===== config.mk =====
export PLATFORM = sky130hd
export DESIGN_NAME = conv_input_loader
export DESIGN_NICKNAME = d
export VERILOG_FILES = /design/src/rtl/conv_input_loader.sv
export SDC_FILE = /design/constraint.sdc
export NUM_CORES = 1
export LEC_CHECK = 0
export CORE_ASPECT_RATIO = 1.5
export CORE_MARGIN = 10
export CORE_UTILIZATION = 30
export CTS_CLUSTER_SIZE = 14
export DETAILED_ROUTE_END_ITERATION = 8
export GPL_TIMING_DRIVEN = 0
export PLACE_DENSITY_LB_ADDON = 0.05
export REMOVE_ABC_BUFFERS = 1
export SYNTH_ARGS = -nofsm -noshare
export SYNTH_HDL_FRONTEND = slang
export SYNTH_SLANG_ARGS = --single-unit

===== constraint.sdc =====
create_clock -name clk -period 2.5 [get_ports clk]
set_input_delay 0.25 -clock clk [delete_from_list [all_inputs] [get_ports clk]]
set_output_delay 0.25 -clock clk [all_outputs]
set_load 0.005 [all_outputs]

===== src/rtl/conv_input_loader.sv =====
// conv_input_loader: packs a header, 1-bit pixel rows and a terminator into SRAM words.
// Latency: each word is written in the cycle after the handshake or state that produces it.
// Backpressure: cfg_ready only in IDLE; pix_ready only in ROWS and low during a row write.
// Optional macro LOADER_AUTORUN_EN: after the terminator, pulse dut_run and wait out dut_busy.
module conv_input_loader (
    input  logic        clk,
    input  logic        reset_b,
    input  logic        cfg_valid,
    output logic        cfg_ready,
    input  logic [4:0]  cfg_nrows,
    input  logic [4:0]  cfg_ncols,
    input  logic        cfg_last,
    input  logic        pix_valid,
    output logic        pix_ready,
    input  logic        pix_data,
    output logic [11:0] ld_sram_write_address,
    output logic [15:0] ld_sram_write_data,
    output logic        ld_sram_write_enable,
    output logic        dut_run,
    input  logic        dut_busy,
    output logic        done,
    output logic        error
);
    typedef enum logic [3:0] {
        IDLE, HDR_R, HDR_C, ROWS, TERM, RUN, WAIT_HI, WAIT_LO, DONE
    } state_t;

    state_t      state, state_nx;
    logic        armed;          // low until the first clock after reset release
    logic [4:0]  nrows, ncols;
    logic        last;
    logic [4:0]  row_cnt;        // rows completed in the current matrix
    logic [3:0]  col_cnt;
    logic [15:0] row_word;
    logic [12:0] addr_cnt;       // bit 12 set once address 12'hFFF has been written
    logic        wr_req, err_set, take_hdr, take_pix;
    logic [15:0] wr_val;
    logic        hdr_legal, row_end;
    logic [15:0] pix_bit;

    assign cfg_ready = armed && (state == IDLE);
    assign pix_ready = (state == ROWS) && !ld_sram_write_enable;
    assign done      = (state == DONE);
    assign hdr_legal = (cfg_nrows != 5'd0) && (cfg_nrows <= 5'd16) &&
                       (cfg_ncols != 5'd0) && (cfg_ncols <= 5'd16);
    assign pix_bit   = pix_data ? (16'd1 << col_cnt) : 16'd0;
    assign row_end   = ({1'b0, col_cnt} == (ncols - 5'd1));

`ifdef LOADER_AUTORUN_EN
    assign dut_run = (state == RUN);
`else
    logic unused_busy;
    assign dut_run     = 1'b0;
    assign unused_busy = dut_busy;
`endif

    // Next-state, write request and bookkeeping strobes
    always_comb begin
        state_nx = state;
        wr_req   = 1'b0;
        wr_val   = 16'd0;
        err_set  = 1'b0;
        take_hdr = 1'b0;
        take_pix = 1'b0;
        case (state)
            IDLE: begin
                if (cfg_valid && cfg_ready) begin
                    if (hdr_legal) begin
                        take_hdr = 1'b1;
                        wr_req   = 1'b1;
                        wr_val   = {11'd0, cfg_nrows};
                        state_nx = HDR_R;
                    end else begin
                        err_set = 1'b1;
                    end
                end
            end
            HDR_R: begin
                wr_req   = 1'b1;
                wr_val   = {11'd0, ncols};
                state_nx = HDR_C;
            end
            HDR_C: state_nx = ROWS;
            ROWS: begin
                // A row write is on the bus this cycle: pause pixels and decide what follows
                if (ld_sram_write_enable) begin
                    if (row_cnt == nrows) begin
                        if (last) begin
                            wr_req   = 1'b1;
                            wr_val   = 16'h00FF;
                            state_nx = TERM;
                        end else begin
                            state_nx = IDLE;
                        end
                    end
                end else if (pix_valid) begin
                    take_pix = 1'b1;
                    if (row_end) begin
                        wr_req = 1'b1;
                        wr_val = row_word | pix_bit;
                    end
                end
            end
`ifdef LOADER_AUTORUN_EN
            TERM:    state_nx = RUN;
            RUN:     state_nx = WAIT_HI;
            WAIT_HI: if (dut_busy)  state_nx = WAIT_LO;
            WAIT_LO: if (!dut_busy) state_nx = DONE;
`else
            TERM:    state_nx = DONE;
`endif
            DONE:    state_nx = DONE;
            default: state_nx = IDLE;
        endcase
        // Address space exhausted: drop the write and stop rather than wrap
        if (wr_req && addr_cnt[12]) begin
            wr_req   = 1'b0;
            err_set  = 1'b1;
            state_nx = DONE;
        end
    end

    // State register, sticky error and header/row bookkeeping
    always_ff @(posedge clk or negedge reset_b) begin
        if (!reset_b) begin
            state    <= IDLE;
            armed    <= 1'b0;
            error    <= 1'b0;
            nrows    <= 5'd0;
            ncols    <= 5'd0;
            last     <= 1'b0;
            row_cnt  <= 5'd0;
            col_cnt  <= 4'd0;
            row_word <= 16'd0;
        end else begin
            state <= state_nx;
            armed <= 1'b1;
            if (err_set)
                error <= 1'b1;
            if (take_hdr) begin
                nrows    <= cfg_nrows;
                ncols    <= cfg_ncols;
                last     <= cfg_last;
                row_cnt  <= 5'd0;
                col_cnt  <= 4'd0;
                row_word <= 16'd0;
            end
            if (take_pix) begin
                if (row_end) begin
                    row_word <= 16'd0;
                    col_cnt  <= 4'd0;
                    row_cnt  <= row_cnt + 5'd1;
                end else begin
                    row_word <= row_word | pix_bit;
                    col_cnt  <= col_cnt + 4'd1;
                end
            end
        end
    end

    // Registered SRAM write port; address/data only move when a new write issues
    always_ff @(posedge clk or negedge reset_b) begin
        if (!reset_b) begin
            ld_sram_write_enable  <= 1'b0;
            ld_sram_write_address <= 12'd0;
            ld_sram_write_data    <= 16'd0;
            addr_cnt              <= 13'd0;
        end else begin
            ld_sram_write_enable <= wr_req;
            if (wr_req) begin
                ld_sram_write_address <= addr_cnt[11:0];
                ld_sram_write_data    <= wr_val;
                addr_cnt              <= addr_cnt + 13'd1;
            end
        end
    end

endmodule


==> impl_results.md, run 1 <==
- #FFs+latches synth: 84
- Worst skew pair latency: 330 ps
- Seq/Total Area, Yosys: 53.4%
- Clock Tree Root: clkbuf_16
- Final hold vios: 0
- ANT cells: 0
- Synth top area cells: dfrtp_1, nand2_1, xnor2_1
- Crit Path Max Fanout: 7
- Detailed-placement wirelength estimate: 7240 microns
- Hold Path Class: input port to asynchronous set/reset pin
- Routed wire per std cell: 17.0 microns
- Cells along the critical path: xnor3_1 -> a22oi_2 -> nor4b_4 -> buf_4 -> o41ai_4 -> buf_6 -> buf_12 -> buf_8 -> nor3_4 -> xor2_1
- Most common cell in the netlist: dfrtp_1
- Part of the power in the clock network: 52.9%
- Sequential power share: 44.4%
- Synth Flop Type: dfrtp_1
- Fin crit share: 96.8%
- Lkg Pwr: 0.00239 uW
- Filler instances: 1282
- Required time worst endpoint: 2720 ps
- Yosys cell types: 48
- Die area: 18200 sq um
- CP Launch Point: col_cnt[2]$_DFFE_PN0P_
- Worst Setup Start Kind: flip-flop
- Reg2reg setup slack: 80 ps
- Share of layout cells above drive strength 1: 16.5%
- Synth top area share: 53.4%
- Post-Syn Instances: 378
- Fin area: 5250 sq um
- Post-synthesis cell area: 3940 sq um
- Worst slew pin tran: 912 ps
- Core area: 13000 sq um
- Initial core utilization: 30.4%
- Largest net degree at the start of global routing: 54
- Top post-synthesis cells by count: dfrtp_1, nand2_1, nor2_1, xnor2_1, a31oi_1
- CP endpoint kind: flip-flop
- Max Slew Vio Count: 0
- Avg Inst Size Synth: 10.4 sq um
- MaxCap Viol Count: 0
- RSZ-0062 raised after global routing: true
- CTS tree: built
- Clock buffer depth: 2
- Initial antenna violation count: 0
- WP data arrival: 2640 ps
- R2R depth: 10
- Max VDD drop: 0.000259 V
- Die Y: 160 microns
- Drt drc: 0
- Clock Sinks: 84
- Cell with the largest stage delay on the worst path: dfrtp_2
- GR Util All Layers: 11.7%
- DR vias/cell: 4.90
- Combinational Power Share: 2.8%
- Clock transition at path regs: 60 ps
- Fin nets: 470
- Pwr dens: 586 nW/um^2
- Grt ovf: 0
- Ports: 51
- RR Endpoint: addr_cnt[11]$_DFFE_PN0P_
- Placer Congestion: 0.763
- Hold slack: 427 ps
- Die width: 114 microns
- Min Tclk post-route: 2420 ps
- FF-to-FF Start: col_cnt[2]$_DFFE_PN0P_
- 1st-pass router iterations: 4
- FP Rows: 51
- Status: completed
- Antenna-violating nets left: 0
- Achievable clock frequency: 413 MHz
- Area after DPL: 4610 sq um
- P_int: 2480 uW
- DRT iter0 DRCs: 110
- Yosys Warn Count: 0
- Critical path class: flip-flop to flip-flop
- Area Growth Syn to Fin: 33.4%
- Routed WL: 10300 microns
- Switch share: 19.5%
- Num CTS Buffers: 9
- P_sw: 601 uW
- Clock Skew: 9.26 ps
- Vias in the first global route: 3134
- Cell taking the most area after synthesis: dfrtp_1
- First-pass GRT wire length: 17000 microns
- Async SR Flop Fraction: 100%
- Rel. slew slack: 39.0%
- EDFF count, synth: 0
- Final Setup Violations: 0
- Slowest stage delay, CP: 440 ps
- PortBufs: 48
- Total number of vias: 2977
- Htree depth: 3
## critical path: cells and delay by family, from the launching register on
family,cells,cell delay [ps]
flip-flops,1,440
AO/OA/AOI/OAI,2,540
buffers and inverters,4,610
XOR/XNOR,2,600
AND/OR/NAND/NOR,2,120
## placed cells by master, fill, tap and decap left out, drive strengths merged, types with 2 or more instances in the layout
cell type       n
buf            24
clkdlybuf4s50  47
nand4           8
bufinv          4
o211ai          5
xnor2          17
inv            14
a22oi           6
nor3b           2
nand3           4
a21o            3
mux2            9
o21ai           5
and3            7
a31oi          13
nor2           28
conb            2
a21oi           9
a41oi           2
dfrtp          84
nor3            6
o21a            6
o31ai          12
nor4            3
and2            3
a211oi          5
nor2b           4
ha              9
a22o            5
xor2            8
clkbuf         10
nor4b           3
nand2          68
## cell type report
| class | instances | area [sq um] | area share [%] |
|---|---|---|---|
| Clock buffer | 10 | 229 | 4.36 |
| Clock inverter | 6 | 136 | 2.60 |
| Inverter | 12 | 57.6 | 1.10 |
| Multi-Input combinational cell | 263 | 1790 | 34.1 |
| Sequential cell | 84 | 2100 | 40.1 |
| Tap cell | 159 | 199 | 3.79 |
| Timing Repair Buffer | 72 | 716 | 13.6 |
| Timing Repair inverter | 2 | 17.5 | 0.334 |
## worst max-delay path by stage
stage,endpoint,slack (ps),cells after the start
3_5_place_dp,ld_sram_write_data[3]$_DFFE_PN0P_,-970,10
3_3_place_gp,ld_sram_write_data[3]$_DFFE_PN0P_,-3390,8
5_1_grt,addr_cnt[11]$_DFFE_PN0P_,-40,10
2_1_floorplan,addr_cnt[5]$_DFFE_PN0P_,-1310,7
6_report,addr_cnt[11]$_DFFE_PN0P_,80,10
4_1_cts,addr_cnt[3]$_DFFE_PN0P_,-7,13
## per-stage QoR
stage | setup WS (ps) | instances | utilization (%) | power (uW) | TNS [ps]
floorplan | -1310 | 359 | - | 1410 | -63200
global placement | -3390 | 566 | 34.9 | 1470 | -389390
detailed placement | -968 | 571 | 35.6 | 1480 | -34720
CTS | -6.94 | 599 | 39.6 | 3130 | -14.6
global route | -37.1 | 608 | 40.5 | 3200 | -95.8
finish | 81.2 | 608 | 40.5 | 3080 | 0
## power by group through the flow
stage,clock network [uW],logic [uW],registers [uW]
3_5_place_dp,0,86.2,1390
6_report,1630,85.4,1360
5_1_grt,1740,96.3,1360
3_3_place_gp,0,81.1,1390
2_1_floorplan,0,17.2,1390
4_1_cts,1680,88.7,1360
## sequential cells by signal, indices dropped and copies added (netlist names)
register               flops
ld_sram_write_data        16
row_word                  16
addr_cnt                  13
ld_sram_write_address     12
ncols                      5
nrows                      5
row_cnt                    5
col_cnt                    4
state                      4
armed                      1
error                      1
last                       1
ld_sram_write_enable       1
## layer usage
metal	track usage [%]	vias up	share of wire (%)
met5	0	-	0
met4	4.17	0	1.5
met3	3.06	10	4.7
met2	20.4	52	52
met1	13.4	1457	42
li1	-	1458	-
## timing repair
item | CTS | global route
hold endpoints to repair | 31 | 0
setup buffers | 9 | 10
endpoints found under the setup margin | 65 | 59
hold buffers | 1 | 0
pin swaps | 5 | 12
resized for setup | 14 | 16
gates cloned | 2 | 0
## cells by family (layout without fill, tap and decap cells)
family                     after synthesis  in the layout  share of synthesized area, %
and+or+nand+nor                        140            140                          16.9
DFF                                     84             84                          53.4
AOI/OAI and AO/OA                       76             76                          14.2
buffers and inverters                   31            102                          3.43
xor gates and xnor gates                26             26                          6.13
muxes                                   10             10                          2.83
adders and majority gates                9              9                          2.86
other                                    2              2                         0.191
(Power assumes the default switching activity.)
==> run 2: changes to the inputs <==
CAP_MARGIN = 10   (was not set)
==> impl_results.md, run 2 (synthesis gave the netlist of run 1 again) <==
- Die width: 114 microns
- Commonest non-fill, non-tap cell in the layout: dfrtp_1
- DR top layer: met4
- Worst skew pair latency: 340 ps
- PortBufs: 48
- Initial core utilization: 30.4%
- RSZ-0062 raised after global routing: true
- Final Setup Violations: 0
- Antenna-violating nets left: 0
- Hold slack: 424 ps
- Rel. slew slack: 36.6%
- ANT cells: 0
- Routed wire per std cell: 16.9 microns
- Slowest stage delay, CP: 400 ps
- Clock Tree Root: clkbuf_16
- Drt drc: 0
- Cells along the critical path: inv_1 -> ha_1 -> xnor2_1 -> a211o_1 -> nor4b_4 -> o41ai_4 -> buf_8 -> inv_12 -> nand4_1 -> xnor2_1
- Status: completed
- Max VDD drop: 0.000387 V
- DRT iter0 DRCs: 147
- First-pass GRT wire length: 16800 microns
- Critical path class: flip-flop to flip-flop
- Die Y: 160 microns
- Switch share: 21.0%
- Num CTS Buffers: 9
- CTS tree: built
- P_sw: 603 uW
- Initial antenna violation count: 0
- Routed WL: 10200 microns
- Area Growth Syn to Fin: 29.6%
- Cell with the largest stage delay on the worst path: dfrtp_2
- Crit Path Max Fanout: 16
- Grt ovf: 0
- Vias in the first global route: 3022
- CP endpoint kind: flip-flop
- Filler instances: 1305
- Power, Total: 2880 uW
- Worst Setup Start Kind: flip-flop
- Total number of vias: 2958
- FP Rows: 51
- Ports: 51
- MaxCap Viol Count: 0
- Share of layout cells above drive strength 1: 14.0%
- Lkg Pwr: 0.00232 uW
- Clock buffer depth: 2
- Core area: 13000 sq um
- Fin nets: 464
- Fin crit share: 94.8%
- 1st-pass router iterations: 4
- Final hold vios: 0
- Commonest cells after routing, fill and taps aside: dfrtp_1, nand2_1, clkdlybuf4s50_1, nor2_1, xnor2_1
- Clock Skew: 7.20 ps
- Pwr dens: 564 nW/um^2
- Min Tclk post-route: 2370 ps
- Max Slew Vio Count: 0
- P_int: 2270 uW
- Part of the power in the clock network: 49.5%
- Area after DPL: 4620 sq um
- Sequential power share: 47.5%
- WP data arrival: 2590 ps
- DR vias/cell: 4.91
- Die area: 18200 sq um
- Worst slew pin tran: 949 ps
- Detailed-placement wirelength estimate: 7280 microns
- Placer Congestion: 0.763
- Most common cell on crit path: xnor2_1
- Combinational Power Share: 3.0%
- Htree depth: 3
- Clock transition at path regs: 60 ps
- Met2 Routed Length: 5170 microns
- Achievable clock frequency: 422 MHz
- GR Util All Layers: 11.5%
- Largest net degree at the start of global routing: 54
- Clock Sinks: 84
- Regs by FF count: ld_sram_write_data x16, row_word x16, addr_cnt x13
- Wl on met1: 4390 microns
- Met3 WL: 441 microns
- Hold Path Class: input port to asynchronous set/reset pin
- Fin area: 5100 sq um
- Required time worst endpoint: 2720 ps
run 2: timing repair:
| item | in CTS | in global routing |
|---|---|---|
| pin swaps | 4 | 9 |
| hold buffers | 1 | 0 |
| setup buffers | 5 | 8 |
| setup endpoints to repair | 64 | 41 |
| hold endpoints to repair | 31 | 0 |
| cloned | 1 | 0 |
| gates resized for setup | 9 | 8 |
run 2: metrics by stage:
step / std cells / setup TNS (ps) / setup slack, ps / utilization (%)
6_report: 602 / 0 / 130 / 39.4
5_1_grt: 602 / -22.6 / -14.0 / 39.4
4_1_cts: 595 / 0 / 6.99 / 38.8
3_5_place_dp: 572 / -33170 / -948 / 35.7
3_3_place_gp: 566 / -389390 / -3390 / 34.9
2_1_floorplan: 359 / -63200 / -1310 / -
run 2: path summary, 6_finish.rpt:
path                                                      start                                   end  slack [ps]  cells after the start
min in group clk                                       cfg_last                      last$_DFFE_PN0P_         470                      3
min                                                     reset_b                  nrows[4]$_DFFE_PN0P_         420                      2
max                                        ncols[0]$_DFFE_PN0P_               addr_cnt[3]$_DFFE_PN0P_         130                     10
min reg2reg                ld_sram_write_address[6]$_DFFE_PN0P_  ld_sram_write_address[6]$_DFFE_PN0P_         470                      2
max in group asynchronous                               reset_b        ld_sram_write_enable$_DFF_PN0_        1440                      3
max reg2reg                                ncols[0]$_DFFE_PN0P_               addr_cnt[3]$_DFFE_PN0P_         130                     10
run 2: critical path: cells and delay by family, from the launching register on:
family	cells	cell delay, ps
AO/OA/AOI/OAI	2	450
XOR/XNOR	2	280
adder cells (fa/ha/maj)	1	240
buffers and inverters	3	370
flip-flops	1	400
AND/OR/NAND/NOR	2	510
run 2: final cells by class:
cell class,instances,area (sq um),area share [%]
repair buffers,67,662,13.0
repair inverters,1,8.76,0.172
well taps,159,199,3.90
inverters,12,57.6,1.13
multi-input cells,263,1750,34.3
flip-flops and latches,84,2110,41.3
clock buffers,10,229,4.49
clock inverters,6,88.8,1.74
run 2: per-layer routing:
layer | up-vias | GRT usage [%]
met3 | 12 | 2.83
met1 | 1439 | 13.8
met2 | 56 | 19.5
met4 | 0 | 3.82
li1 | 1451 | -
met5 | - | 0
run 2: power by group through the flow:
stage	Combinational, uW	Clock [uW]	Sequential (uW)
global route	98.4	1530	1360
CTS	89.1	1470	1360
detailed placement	87.0	0	1390
finish	87.3	1420	1370
floorplan	17.2	0	1390
global placement	81.1	0	1390
